[src/rtl/memory_arbiter.sv]
// Arbitrates one instruction port and one data port onto a single RAM.
// Bounded data streak, wait timeout and a sticky error flag.
module memory_arbiter #(
    parameter int DSTREAK_MAX = 4,
    parameter int TIMEOUT     = 16
) (
    input  logic        CLK,
    input  logic        nRST,
    input  logic        iREN,
    input  logic [31:0] iaddr,
    input  logic        dREN,
    input  logic        dWEN,
    input  logic [31:0] daddr,
    input  logic [31:0] dstore,
    input  logic [31:0] ramload,
    input  logic [1:0]  ramstate,
    output logic        ihit,
    output logic        dhit,
    output logic [31:0] iload,
    output logic [31:0] dload,
    output logic        ramREN,
    output logic        ramWEN,
    output logic [31:0] ramaddr,
    output logic [31:0] ramstore,
    output logic        mem_err
);

    localparam int SW = (DSTREAK_MAX < 1) ? 1 : $clog2(DSTREAK_MAX + 1);
    localparam int WW = $clog2(TIMEOUT + 1) + 1;
    localparam logic [SW-1:0] STREAK_MAX = SW'(DSTREAK_MAX);
    localparam logic [WW-1:0] WAIT_LAST  = WW'(TIMEOUT - 1);

    localparam logic [1:0] RAM_ACCESS = 2'd2;
    localparam logic [1:0] RAM_ERROR  = 2'd3;

    typedef enum logic [1:0] {IDLE, IACC, DACC} state_t;

    state_t        state_q, state_d;
    logic [SW-1:0] streak_q, streak_d;
    logic [WW-1:0] wait_q, wait_d;
    logic          mem_err_q, mem_err_d;
    logic          d_req;
    logic          access_req;

    assign d_req   = dREN | dWEN;
    assign mem_err = mem_err_q;

    always_ff @(posedge CLK or negedge nRST) begin
        if (!nRST) begin
            state_q   <= IDLE;
            streak_q  <= '0;
            wait_q    <= '0;
            mem_err_q <= 1'b0;
        end else begin
            state_q   <= state_d;
            streak_q  <= streak_d;
            wait_q    <= wait_d;
            mem_err_q <= mem_err_d;
        end
    end

    // The wait counter defaults to zero so that every state change restarts it.
    always_comb begin
        state_d    = state_q;
        streak_d   = streak_q;
        wait_d     = '0;
        mem_err_d  = mem_err_q;
        access_req = 1'b0;
        case (state_q)
            IDLE: begin
                if (!iREN) begin
                    streak_d = '0;
                end
                if (d_req && ((streak_q < STREAK_MAX) || !iREN)) begin
                    state_d = DACC;
                    if (iREN && (streak_q < STREAK_MAX)) begin
                        streak_d = streak_q + 1'b1;
                    end
                end else if (iREN) begin
                    state_d  = IACC;
                    streak_d = '0;
                end
            end
            IACC, DACC: begin
                access_req = (state_q == IACC) ? iREN : d_req;
                if (!access_req || (ramstate == RAM_ACCESS)) begin
                    state_d = IDLE;
                end else if ((ramstate == RAM_ERROR) || (wait_q == WAIT_LAST)) begin
                    state_d   = IDLE;
                    mem_err_d = 1'b1;
                end else begin
                    wait_d = wait_q + 1'b1;
                end
            end
            default: state_d = IDLE;
        endcase
    end

    always_comb begin
        ihit     = 1'b0;
        dhit     = 1'b0;
        iload    = '0;
        dload    = '0;
        ramREN   = 1'b0;
        ramWEN   = 1'b0;
        ramaddr  = '0;
        ramstore = '0;
        case (state_q)
            IACC: begin
                ramREN  = 1'b1;
                ramaddr = iaddr;
                if (iREN && (ramstate == RAM_ACCESS)) begin
                    ihit  = 1'b1;
                    iload = ramload;
                end
            end
            DACC: begin
                ramWEN   = dWEN;
                ramREN   = dREN & ~dWEN;
                ramaddr  = daddr;
                ramstore = dstore;
                if (d_req && (ramstate == RAM_ACCESS)) begin
                    dhit  = 1'b1;
                    dload = dWEN ? 32'd0 : ramload;
                end
            end
            default: ;
        endcase
    end

endmodule
[config.mk]
export PLATFORM = sky130hd
export DESIGN_NAME = memory_arbiter
export DESIGN_NICKNAME = d
export VERILOG_FILES = /design/src/rtl/memory_arbiter.sv
export SDC_FILE = /design/constraint.sdc
export NUM_CORES = 1
export LEC_CHECK = 0
export CORE_AREA = 2 2 103 105
export DETAILED_ROUTE_END_ITERATION = 6
export DIE_AREA = 0 0 105 107
export PLACE_DENSITY = 0.64
export SYNTH_ARGS = -nofsm -noshare
export SYNTH_HDL_FRONTEND = slang
export SYNTH_SLANG_ARGS = --single-unit
[constraint.sdc]
create_clock -name CLK -period 1.8 [get_ports CLK]
set_input_delay 0.18 -clock CLK [delete_from_list [all_inputs] [get_ports CLK]]
set_output_delay 0.18 -clock CLK [all_outputs]
set_load 0.01 [all_outputs]
Yosys cells after proc, flatten, opt, wreduce, memory -nomap -nowiden
Cells that the tools add are included.
{"block": "totals", "ff_bits": 12, "in_bits": 135, "output_inout_bits": 133, "word_cells": 57}
{"block": "op_classes", "addsub": 2, "n_lt_le_gt_ge": 1, "n_eq_ne": 7, "mux": 26, "bitwise_logic": 4, "reduce_logical": 13}
{"operator": "$mux W32", "n": 6}
{"operator": "$pmux W32 S2", "n": 1}
{"operator": "$mux W6", "n": 3}
{"operator": "$mux W3", "n": 4}
{"operator": "$mux W2", "n": 4}
{"operator": "$add A6 B1 Y6 const B", "n": 1}
{"operator": "$eq A2 B2 Y1 const B", "n": 3}
{"operator": "$eq A6 B4 Y1 const B", "n": 1}
{"operator": "$mux W1", "n": 6}
{"operator": "$ne A3 B3 Y1 const B", "n": 2}
{"operator": "$logic_and A1 B1 Y1", "n": 4}
{"operator": "$pmux W2 S2", "n": 1}
{"operator": "$add A3 B1 Y3 const B", "n": 1}
{"operator": "$logic_or A1 B1 Y1", "n": 3}
{"operator": "$lt A3 B3 Y1 const B", "n": 1}
{"operator": "$reduce_and A3 Y1", "n": 1}
{"operator": "$eq A2 B1 Y1 const B", "n": 1}
{"operator": "$logic_not A1 Y1", "n": 2}
{"operator": "$logic_not A2 Y1", "n": 1}
{"operator": "$not A1 Y1", "n": 2}
{"operator": "$pmux W1 S2", "n": 1}
{"operator": "$reduce_and A2 Y1", "n": 1}
{"operator": "$reduce_or A2 Y1", "n": 1}
{"operator": "$and A1 B1 Y1", "n": 1}
{"operator": "$or A1 B1 Y1", "n": 1}

Longest topological paths before layout
{"block": "depth", "word_depth": 6, "mapped_depth": 7, "ltp_nobuf": 6}

Least setup slack after synthesis
OpenSTA, ideal clock, no wires.
{"block": "synth_timing", "path_type": "reg2reg", "start": "register state_q[1]", "end": "register state_q[1]", "setup_ns": 0.118, "arrival_time_ns": 1.559, "required_ns": 1.682, "slack_ns": 0.122, "path_stages_with_launch": 8, "path_buffers": 1, "synth_period_minus_slack_ns": 1.678, "cell_sequence": "dfrtp_1 inv_1 ha_1 buf_6 or3_4 and4b_4 nand2_2 o2bb2a_4"}
{"block": "synth_between", "elab_chain_len": 6, "elab_cells_between_ends": 12, "cone_classes": "eq/ne: 4; mux: 3; reduce/logical: 5"}
{"item": "from (decl)", "line_no": "38", "text": "state_t state_q, state_d;"}
{"item": "from (signal assigned)", "line_no": "55", "text": "state_q <= state_d;"}
{"item": "$eq A2 B1 Y1", "line_no": "69, 85"}
{"item": "$mux W1", "line_no": "85", "text": "access_req = (state_q == IACC) ? iREN : d_req;"}
{"item": "$logic_not A1 Y1", "line_no": "86", "text": "if (!access_req || (ramstate == RAM_ACCESS)) begin"}
{"item": "$logic_or A1 B1 Y1", "line_no": "86"}
{"item": "$mux W2 / $ne A3 B3 Y1 (equally long branches)"}
{"item": "$pmux W2 S2 / $reduce_and A2 Y1 (equally long branches)"}
Several ways; a longest one is shown, not always the timed one.
A chain may end at the register's enable or synchronous reset.

Final worst setup path
{"block": "layout_timing", "start": "register state_q[1]", "end": "output dload[28]"}
{"block": "layout_between", "elab_chain_len": 2}
{"item": "$eq A2 B2 Y1", "line_no": "108", "text": "case (state_q)"}
{"item": "$mux W32", "line_no": "108"}
{"item": "to (decl)", "line_no": "20", "text": "output logic [31:0] dload,"}
No other way between the ends.

==> flow_summary.ini <==
[cts]
cts_tree = built
clk_latency_ps = 240
clockBufferDepth = 2
hold_buffers = 0
cts_made_buffers = 3
root_buffer = clkbuf_8
cts_max_level = 1
cts.sinks = 12
clk_pin_slew_worst_paths_ps = 50

[detailed_routing]
wl_um = 12500
routedWlPerCell_um = 18.5
detail-route-antenna-nets = 0
dr.first_iter.drc_count = 97
via_per_inst = 4.41
num_vias = 2974
route.detailed.drc = 0
drt_first_pass_iters = 4

[power_and_ir_drop]
cellPowerDensity_nw_per_um2 = 848
switching_share = 0.400
comb_power_share = 0.848
internal-power_mw = 2.59
power_frac_seq = 0.084
switching_power_mw = 1.73
power.leakage_nw = 2.33
ir_drop_uv = 483
power_frac_clock = 0.068

[floorplanning]
dieWidth_um = 105
row_count = 37
die_area_um2 = 11200
initial_core_util = 0.182
die_h_um = 107
core_area_um2 = 10100
pin_count = 268

[grt]
grt_pass1_wl_um = 18700
antenna_found_initial = 0
grt_pass1_vias = 3065
track_usage = 0.211
grt-ovfl-total = 0
grt_max_degree = 34

[worst_setup_path]
crit_arrival_ps = 1740
r2r_start = state_q[0]
path_max_fanout = 8
crit_start = state_q[1]
critical_path.top_delay_family = buffers and inverters
worst-endpoint-required_ps = 1620
crit_buf_inv = 4
slowest_delay_ps = 400
cp-start-kind = flop
critPathKind = flop to output pin
critical_path.slowest_cell = dfrtp_1
worstSetupEndpointType = output pin
cp_cell_sequence = buf_6, ha_4, and3b_2, buf_12, buf_16, and3_1, buf_2
rrSetupSlack_ps = 0

[finish]
nets = 679
fillCellCount = 1014
regArea_um2 = 302
drive_gt1_frac = 0.455
diodes = 0
syn_to_final_growth_pct = 177
multi_input_area_um2 = 1720

[synthesis]
syn_area_um2 = 1830
synth_cell_type_count = 34
synth-seq-cells = 12
syn_avg_cell_area_um2 = 7.27
async_flop_share = 1.00
yosys.area_share.adder = 0.0342
synth-simple-area-share = 0.536
synth_edf_count = 0
yosysMostFrequentCell = and2_1
synth_top_family_by_area = simple AND/OR/NAND/NOR gates
synth_compound_area_frac = 0.180
yosysSeqAreaShare = 0.164
synth_mux_area_frac = 0.00615
yosys.area_share.xor_xnor = 0.0191
synth.net_count = 392
syn_inst = 252
yosys_most_used_dff = dfrtp_1
synthTopCellsByCount = and2_1, and3_1, a22oi_1, nor2b_1, clkbuf_1
netlist.area_leader.share = 0.222
ys_warn_count = 0
ys_top_cells_by_area = and2_1, dfrtp_1, a22oi_1
synth_top_area_cell = and2_1

[hold_path]
holdCritPathClass = primary input to async pin

[timing]
fin_crit_ps = 1920
hold_viol_final = 0
tightest_slew_ps = 576
hold_slack_ps = 308
maxClockFrequency_mhz = 522
period_share = 1.07
finalSetupViolations = 53
rsz0062_at_grt = true
slew_violations = 0
clock_skew_ps = 0.375
fin_ws_ps = -117
relSlewSlack = 0.615

[status]
violations = negative setup slack
status = finished with violations

[job]
drv_cap = 0

[place]
gp_congestion = 0.811
io_buffers = 267
dp_hpwl_um = 9070
preCtsSetupSlack_ps = -384
==> per-stage QoR <==
step / power (mW) / TNS [ps] / std cells / utilization / area, um^2
detailed placement: 3.51 / -26180 / 649 / 0.473 / 4780
global placement: 3.48 / -22550 / 649 / 0.473 / 4780
finish: 4.31 / -2800 / 674 / 0.504 / 5080
floorplan: 1.75 / 0 / 252 / - / 1830
global route: 4.57 / -8500 / 674 / 0.504 / 5080
CTS: 4.26 / -4110 / 672 / 0.491 / 4960
==> layout make-up <==
class                      count  area share
clock buffer                   4      0.0108
inverter                       4     0.00295
multi-input combinational    212       0.338
sequential                    12      0.0593
tap                          136      0.0335
timing repair buffer         306       0.555
==> layout by cell type, fill, tap and decap left out, types with 3 or more instances in the layout <==
master	instances
buf_4	20
and2_1	58
nand2_1	6
buf_2	89
clkdlybuf4s50_1	135
and3_1	19
nand3_1	4
ha_4	3
clkdlybuf4s15_2	20
nor2b_1	32
clkbuf_8	4
a22oi_2	32
bufbuf_16	3
nor2_1	8
buf_6	27
and2_4	8
dfrtp_1	11
buf_16	3
buf_12	5
and3_4	15
==> per-layer routing <==
layer  global-route usage  wire length [um]
met1                0.241              4960
met2                0.390              6410
met3               0.0559               846
met4               0.0495               253
met5                    0                 0
==> final timing paths <==
check,to,cells past startpoint
setup / recovery,dload[28],7
max in group asynchronous,state_q[0],1
hold reg to reg,wait_q[0],1
hold / removal,wait_q[4],1
min in group CLK,wait_q[0],1
setup reg to reg,state_q[0],7
==> registers in the layout, summed over array words and instances, names as in the netlist <==
name / cells
mem_err: 1
state_q: 2
streak_q: 3
wait_q: 6
==> logic make-up after synthesis <==
group / Yosys count
simple gates: 160
fa+ha+maj: 5
mux: 1
flops: 12
xor+xnor: 4
compound gates: 42
buf+inv: 28
==> power groups by stage <==
stage / registers [mW] / clock network, mW / logic [mW]
floorplan: 0.357 / 0 / 1.39
global placement: 0.358 / 0 / 3.13
detailed placement: 0.360 / 0 / 3.15
CTS: 0.362 / 0.305 / 3.59
global route: 0.370 / 0.314 / 3.88
finish: 0.360 / 0.295 / 3.66
==> timing repair <==
item | 4_1_cts | 5_1_grt
setup endpoints to repair | 134 | 109
gates cloned | 8 | 1
pin swaps | 9 | 11
hold endpoints to repair | 0 | 0
setup buffers | 11 | 4
gates resized for setup | 578 | 33
No activity file was read; power rests on OpenSTA's default activity.
